`src/rtl/peri_seq_ctrl.sv`:
```
// Memory-mapped sequencer for eFlash row access: precharge, wordline, two ADC phases,
// capture and discharge, with a readable result buffer and status register.
module peri_seq_ctrl #(
    parameter int          ROWS   = 128,
    parameter int          COLS   = 128,
    parameter int          OUT_W  = 1024,
    parameter logic [31:0] BASE   = 32'h4000_0000,
    parameter int          T_PRE  = 4,
    parameter int          T_WL   = 4,
    parameter int          T_ADC  = 8,
    parameter int          T_DISC = 2
) (
    input  logic             CLK,
    input  logic             RST,
    input  logic [31:0]      ADDRESS_I,
    input  logic [31:0]      DATA_I,
    input  logic             WR_EN_I,
    input  logic             RD_EN_I,
    output logic [31:0]      DATA_O,
    input  logic [OUT_W-1:0] EFLASH_OUTPUT_1_I,
    output logic [1:0]       MODE_O,
    output logic [ROWS-1:0]  WL_SEL_O,
    output logic [ROWS-1:0]  VPASS_EN_O,
    output logic [COLS-1:0]  PRECB_O,
    output logic [COLS-1:0]  DISC_O,
    output logic             ADC_EN1_O,
    output logic             ADC_EN2_O
);

    localparam int NW = OUT_W / 32;
    localparam logic [1:0] MODE_READ = 2'd1;
    localparam logic [1:0] MODE_MAC  = 2'd2;
    localparam logic [ROWS-1:0] ROW_ONE = ROWS'(1);

    typedef enum logic [2:0] {
        S_IDLE, S_PRECH, S_WL, S_ADC1, S_ADC2, S_CAPT, S_DISC
    } state_t;

    state_t            r_state, w_state_n;
    logic [15:0]       r_cnt, w_cnt_n;
    logic [1:0]        r_mode;
    logic [7:0]        r_row;
    logic              r_done, r_err;
    logic [OUT_W-1:0]  r_buf;
    logic [31:0]       r_data;
    logic [1:0]        r_mode_o;
    logic [ROWS-1:0]   r_wl, r_vpass;
    logic [COLS-1:0]   r_precb, r_disc;
    logic              r_adc1, r_adc2;

    logic              w_hit, w_cmd_wr, w_legal, w_start, w_err_clr, w_busy, w_wl_on;
    logic [7:0]        w_off;
    logic [1:0]        w_mode_n;
    logic [7:0]        w_row_n;
    logic [ROWS-1:0]   w_onehot;
    logic [5:0]        w_rd_idx;
    logic              w_res_hit;
    logic [31:0]       w_rd_data;
    logic              w_unused;

    assign w_unused  = ^{DATA_I[31:16], DATA_I[7:3]};
    assign w_hit     = (ADDRESS_I[31:8] == BASE[31:8]);
    assign w_off     = ADDRESS_I[7:0];
    assign w_cmd_wr  = WR_EN_I && w_hit && (w_off == 8'h00);
    assign w_legal   = ((DATA_I[1:0] == MODE_READ) || (DATA_I[1:0] == MODE_MAC)) &&
                       ({1'b0, DATA_I[15:8]} < 9'(ROWS));
    assign w_start   = w_cmd_wr && (r_state == S_IDLE) && w_legal;
    assign w_err_clr = WR_EN_I && w_hit && (w_off == 8'h04) && DATA_I[2];
    assign w_busy    = (r_state != S_IDLE);
    assign w_mode_n  = w_start ? DATA_I[1:0] : r_mode;
    assign w_row_n   = w_start ? DATA_I[15:8] : r_row;

    // One down-counter shared by all states; it is reloaded with (hold - 1) on entry.
    always_comb begin
        w_state_n = r_state;
        w_cnt_n   = (r_cnt != 16'd0) ? r_cnt - 16'd1 : 16'd0;
        unique case (r_state)
            S_IDLE:  if (w_start) begin w_state_n = S_PRECH; w_cnt_n = 16'(T_PRE - 1); end
            S_PRECH: if (r_cnt == 16'd0) begin w_state_n = S_WL; w_cnt_n = 16'(T_WL - 1); end
            S_WL:    if (r_cnt == 16'd0) begin w_state_n = S_ADC1; w_cnt_n = 16'(T_ADC - 1); end
            S_ADC1:  if (r_cnt == 16'd0) begin w_state_n = S_ADC2; w_cnt_n = 16'(T_ADC - 1); end
            S_ADC2:  if (r_cnt == 16'd0) begin w_state_n = S_CAPT; w_cnt_n = 16'd0; end
            S_CAPT:  begin w_state_n = S_DISC; w_cnt_n = 16'(T_DISC - 1); end
            S_DISC:  if (r_cnt == 16'd0) begin w_state_n = S_IDLE; w_cnt_n = 16'd0; end
            default: begin w_state_n = S_IDLE; w_cnt_n = 16'd0; end
        endcase
    end

    assign w_onehot = ROW_ONE << w_row_n;
    assign w_wl_on  = (w_state_n == S_WL) || (w_state_n == S_ADC1) ||
                      (w_state_n == S_ADC2) || (w_state_n == S_CAPT);

    // Result words start at offset 0x10; anything else that is not STATUS reads as zero.
    assign w_rd_idx  = w_off[7:2] - 6'd4;
    assign w_res_hit = (w_off[1:0] == 2'b00) && (w_off >= 8'h10) && (int'(w_rd_idx) < NW);

    always_comb begin
        w_rd_data = 32'd0;
        if (w_off == 8'h04)
            w_rd_data = {29'd0, r_err, r_done, w_busy};
        else if (w_res_hit)
            w_rd_data = 32'(r_buf >> {w_rd_idx, 5'b00000});
    end

    always_ff @(posedge CLK) begin
        if (RST) begin
            r_state  <= S_IDLE;
            r_cnt    <= 16'd0;
            r_mode   <= 2'd0;
            r_row    <= 8'd0;
            r_done   <= 1'b0;
            r_err    <= 1'b0;
            r_buf    <= '0;
            r_data   <= 32'd0;
            r_mode_o <= 2'd0;
            r_wl     <= '0;
            r_vpass  <= '0;
            r_precb  <= '1;
            r_disc   <= '0;
            r_adc1   <= 1'b0;
            r_adc2   <= 1'b0;
        end else begin
            r_state <= w_state_n;
            r_cnt   <= w_cnt_n;
            if (w_start) begin
                r_mode <= DATA_I[1:0];
                r_row  <= DATA_I[15:8];
                r_done <= 1'b0;
            end
            if ((r_state == S_DISC) && (w_state_n == S_IDLE))
                r_done <= 1'b1;
            if (w_cmd_wr && !w_start)
                r_err <= 1'b1;
            else if (w_err_clr)
                r_err <= 1'b0;
            if (r_state == S_CAPT)
                r_buf <= EFLASH_OUTPUT_1_I;
            if (RD_EN_I)
                r_data <= w_hit ? w_rd_data : 32'd0;
            // Array controls are registered from the next state so they align with it.
            r_mode_o <= (w_state_n != S_IDLE) ? w_mode_n : 2'd0;
            r_wl     <= w_wl_on ? w_onehot : '0;
            r_vpass  <= (w_wl_on && (w_mode_n == MODE_READ)) ? ~w_onehot : '0;
            r_precb  <= (w_state_n == S_PRECH) ? '0 : '1;
            r_disc   <= (w_state_n == S_DISC) ? '1 : '0;
            r_adc1   <= (w_state_n == S_ADC1);
            r_adc2   <= (w_state_n == S_ADC2);
        end
    end

    assign DATA_O     = r_data;
    assign MODE_O     = r_mode_o;
    assign WL_SEL_O   = r_wl;
    assign VPASS_EN_O = r_vpass;
    assign PRECB_O    = r_precb;
    assign DISC_O     = r_disc;
    assign ADC_EN1_O  = r_adc1;
    assign ADC_EN2_O  = r_adc2;

endmodule

```
`config.mk`:
```
export PLATFORM = sky130hd
export DESIGN_NAME = peri_seq_ctrl
export DESIGN_NICKNAME = d
export VERILOG_FILES = /design/src/rtl/peri_seq_ctrl.sv
export SDC_FILE = /design/constraint.sdc
export NUM_CORES = 2
export LEC_CHECK = 0
export BUFFER_PORTS_ARGS = -buffer_cell sky130_fd_sc_hd__clkbuf_2
export CAP_MARGIN = 20
export CORE_AREA = 2 2 636 638
export DETAILED_ROUTE_END_ITERATION = 8
export DIE_AREA = 0 0 638 640
export PLACE_DENSITY = 0.39
export SYNTH_ARGS = -nofsm -noshare
export SYNTH_HDL_FRONTEND = slang
export SYNTH_SLANG_ARGS = --single-unit
```
`constraint.sdc`:
```
create_clock -name CLK -period 4.3 [get_ports CLK]
set_clock_uncertainty 0.2 [all_clocks]
set_input_delay 0.215 -clock CLK [delete_from_list [all_inputs] [get_ports CLK]]
set_output_delay 0.215 -clock CLK [all_outputs]
set_load 0.1 [all_outputs]
```
==> impl_metrics.toml <==
[global_routing]
busiest_layer = "met2"
grt_use_total = 0.1657
antenna_found_initial = 231
overflow = 0
grt_use_met3 = 0.02742
use_met1 = 0.1892
grt_pass1_wl_mm = 472.3
grt_max_degree = 190
globalRouteMet2Util = 0.2975
grt_pass1_vias = 59040

[placed_design]
hpwl_mm = 273.0
post-place-ws_ns = 0.5986
portBuffers = 1618
dp.cells = 12550
place_congestion = 0.8196

[route]
post_drt_wl_per_cell_um = 23.32
first_pass_iters = 6
drc = 0
vias_per_cell = 3.856
detail-route-antenna-nets = 0
wl_mm = 353.7
vias = 58480
drt_iter0_drc = 3340

[floorplan]
die_y_um = 640
die-width_um = 638
io_pins = 1640
start_util = 0.1358
die_area_um2 = 408300
core_um2 = 401400
rows = 233

[run]
max_cap_violations = 0

[critical_path]
setup.worst_path.start = "ADDRESS_I[19]"
crit_path_max_fanout = 4
r2r_start = "r_state[0]"
crit_path_end_kind = "flip-flop"
cp.arrival_ns = 4.68
cp-start-kind = "input port"
crit_required_ns = 4.88
path_class = "input port to flip-flop"

[hold_path]
hp-start = "EFLASH_OUTPUT_1_I[590]"
min_path_type = "input port to flip-flop"

[synth]
synth-seq-cells = 1349
ys_warn_count = 0
synthesis.area_um2 = 54530
synthCells = 6194
yosysMostFrequentCell = "nand2_1"
yosys_most_used_dff = "dfxtp_1"
synth_area_leaders = "dfxtp_1, nand2_1, mux4_2, a21oi_1, buf_4"
synth.top_cell.area_share = 0.4953
synth.avg_cell_area_um2 = 8.803
seq_area_frac_synth = 0.4953
async_reset_ff_frac = 0
synth-edff-count = 0
yosys.area.top_type = "dfxtp_1"
syn_nets = 7290
synth_commonest_cells = "nand2_1, dfxtp_1, a21oi_1"
synth_cell_types = 54

[power_and_ir_drop]
p_int_mw = 23.51
finalPower_mw = 31.38
ir_drop_v = 0.0002661
p_sw_frac = 0.2510
leakagePower_nw = 36.33
power_frac_comb = 0.102
power_density_nw_per_um2 = 328.8
p_seq_frac = 0.401
clkPwrFrac = 0.497
p_switching_mw = 7.877

[clocking]
cts_tree = "done"
cts_buffer_depth = 4
clock_sinks = 1349
clkTransAtPathRegs_ns = 0.06
clock_latency_ns = 0.89
cts_max_level = 4
cts_inserted_buffers = 176
root_buffer = "clkbuf_16"

[timing]
slew_violations = 0
tightestPinTransition_ns = 1.042
period_minus_slack_ns = 4.096
finalCritPeriodShare = 0.9526
finalHoldViolations = 0
setup_tns_ns = 0
finalSetupViolCount = 0
max-slew-margin-rel = 0.3052
setup_ws_ns = 0.2037
maxClockFrequency_ghz = 0.2441

[finish]
drive_gt1_frac = 0.2492
final_core_util = 0.2378
nets = 10690
final_cell_count_no_fill = 15170
area_delta_synth_final_pct = 75.05

[status]
status = "completed"
[critical path, cell delays in order]
cell	delay (ns)
dlygate4sd3_1	0.54
clkbuf_2	0.11
nor4_1	0.14
dlygate4sd3_1	0.58
nand2_1	0.17
dlygate4sd3_1	0.68
nor3b_2	0.24
nand2_1	0.08
dlygate4sd3_1	0.57
a2bb2oi_1	0.14
dlygate4sd3_1	0.57
nor2_1	0.05
dlygate4sd3_1	0.59
[flip-flops by register name, summed over array words and instances (netlist names)]
register,cells
ADC_EN2_O,1
r_done,1
PRECB_O,1
DATA_O,32
VPASS_EN_O,128
WL_SEL_O,128
r_row,8
r_mode,2
ADC_EN1_O,1
MODE_O,2
r_buf,1024
DISC_O,1
r_state,3
r_cnt,16
r_err,1
[timing repair]
item	in CTS	in global routing
buffers inserted	0	0
gates resized for setup	0	1
endpoints found under the hold margin	1308	0
setup endpoints to repair	0	1
hold buffers	2159	0
[power by group through the flow]
stage | Clock (mW) | Combinational [mW] | Sequential [mW]
floorplan | 0 | 0.688 | 12.8
global placement | 0 | 1.67 | 12.8
detailed placement | 0 | 1.66 | 12.8
CTS | 16.1 | 3.25 | 12.6
global route | 16.6 | 3.43 | 12.6
finish | 15.6 | 3.21 | 12.6
[final cells by class]
type,instances,area [um2]
Inverter,7,26.28
Clock inverter,76,1050
Tap cell,5287,6615
Fill cell,43990,306000
Antenna cell,147,367.9
Clock buffer,237,4923
Timing Repair Buffer,3947,31590
Sequential cell,1349,27010
Multi-Input combinational cell,4116,23860
[per-layer routing]
layer | vias to the layer above | wire (um)
met5 | - | 405
met4 | 66 | 17970
met3 | 627 | 16100
met2 | 1819 | 180000
met1 | 28410 | 139200
li1 | 27560 | -
[path summary, 6_finish.rpt]
kind	endpoint	slack, ns	cells after the start
setup / recovery	r_err	0.20	13
hold / removal	r_buf[590]	0.05	4
setup reg to reg	WL_SEL_O[65]	0.45	8
hold reg to reg	r_buf[67]	0.25	2
[placed cells by master (no fill, tap or decap), drive strengths merged, types with 11 or more instances in the layout]
master	count
a21oi	1171
buf	174
bufinv	16
clkbuf	1851
clkinv	39
clkinvlp	11
dfxtp	1349
diode	147
dlygate4sd3	2159
inv	17
mux2	22
mux2i	44
mux4	307
nand2	2144
nand2b	19
nand3	26
nor2	186
nor2b	15
nor3	39
o21ai	43
[kinds of logic after synthesis]
group / after synthesis / synth area share
flip-flops: 1349 / 0.4953
XOR/XNOR: 15 / 0.002409
AO/OA/AOI/OAI: 1258 / 0.1177
AND/OR/NAND/NOR: 2466 / 0.1755
adder cells (fa/ha/maj): 4 / 0.0009179
multiplexers: 373 / 0.1394
buffers and inverters: 729 / 0.06879
[stage by stage]
step | hold WS, ns | area (um2)
2_1_floorplan | 0.1510 | 54530
6_report | 0.05375 | 95450
5_1_grt | 0.06062 | 95380
3_5_place_dp | 0.2433 | 67460
4_1_cts | 0.0001424 | 95040
3_3_place_gp | 0.2402 | 67460
(Power assumes the default switching activity.)
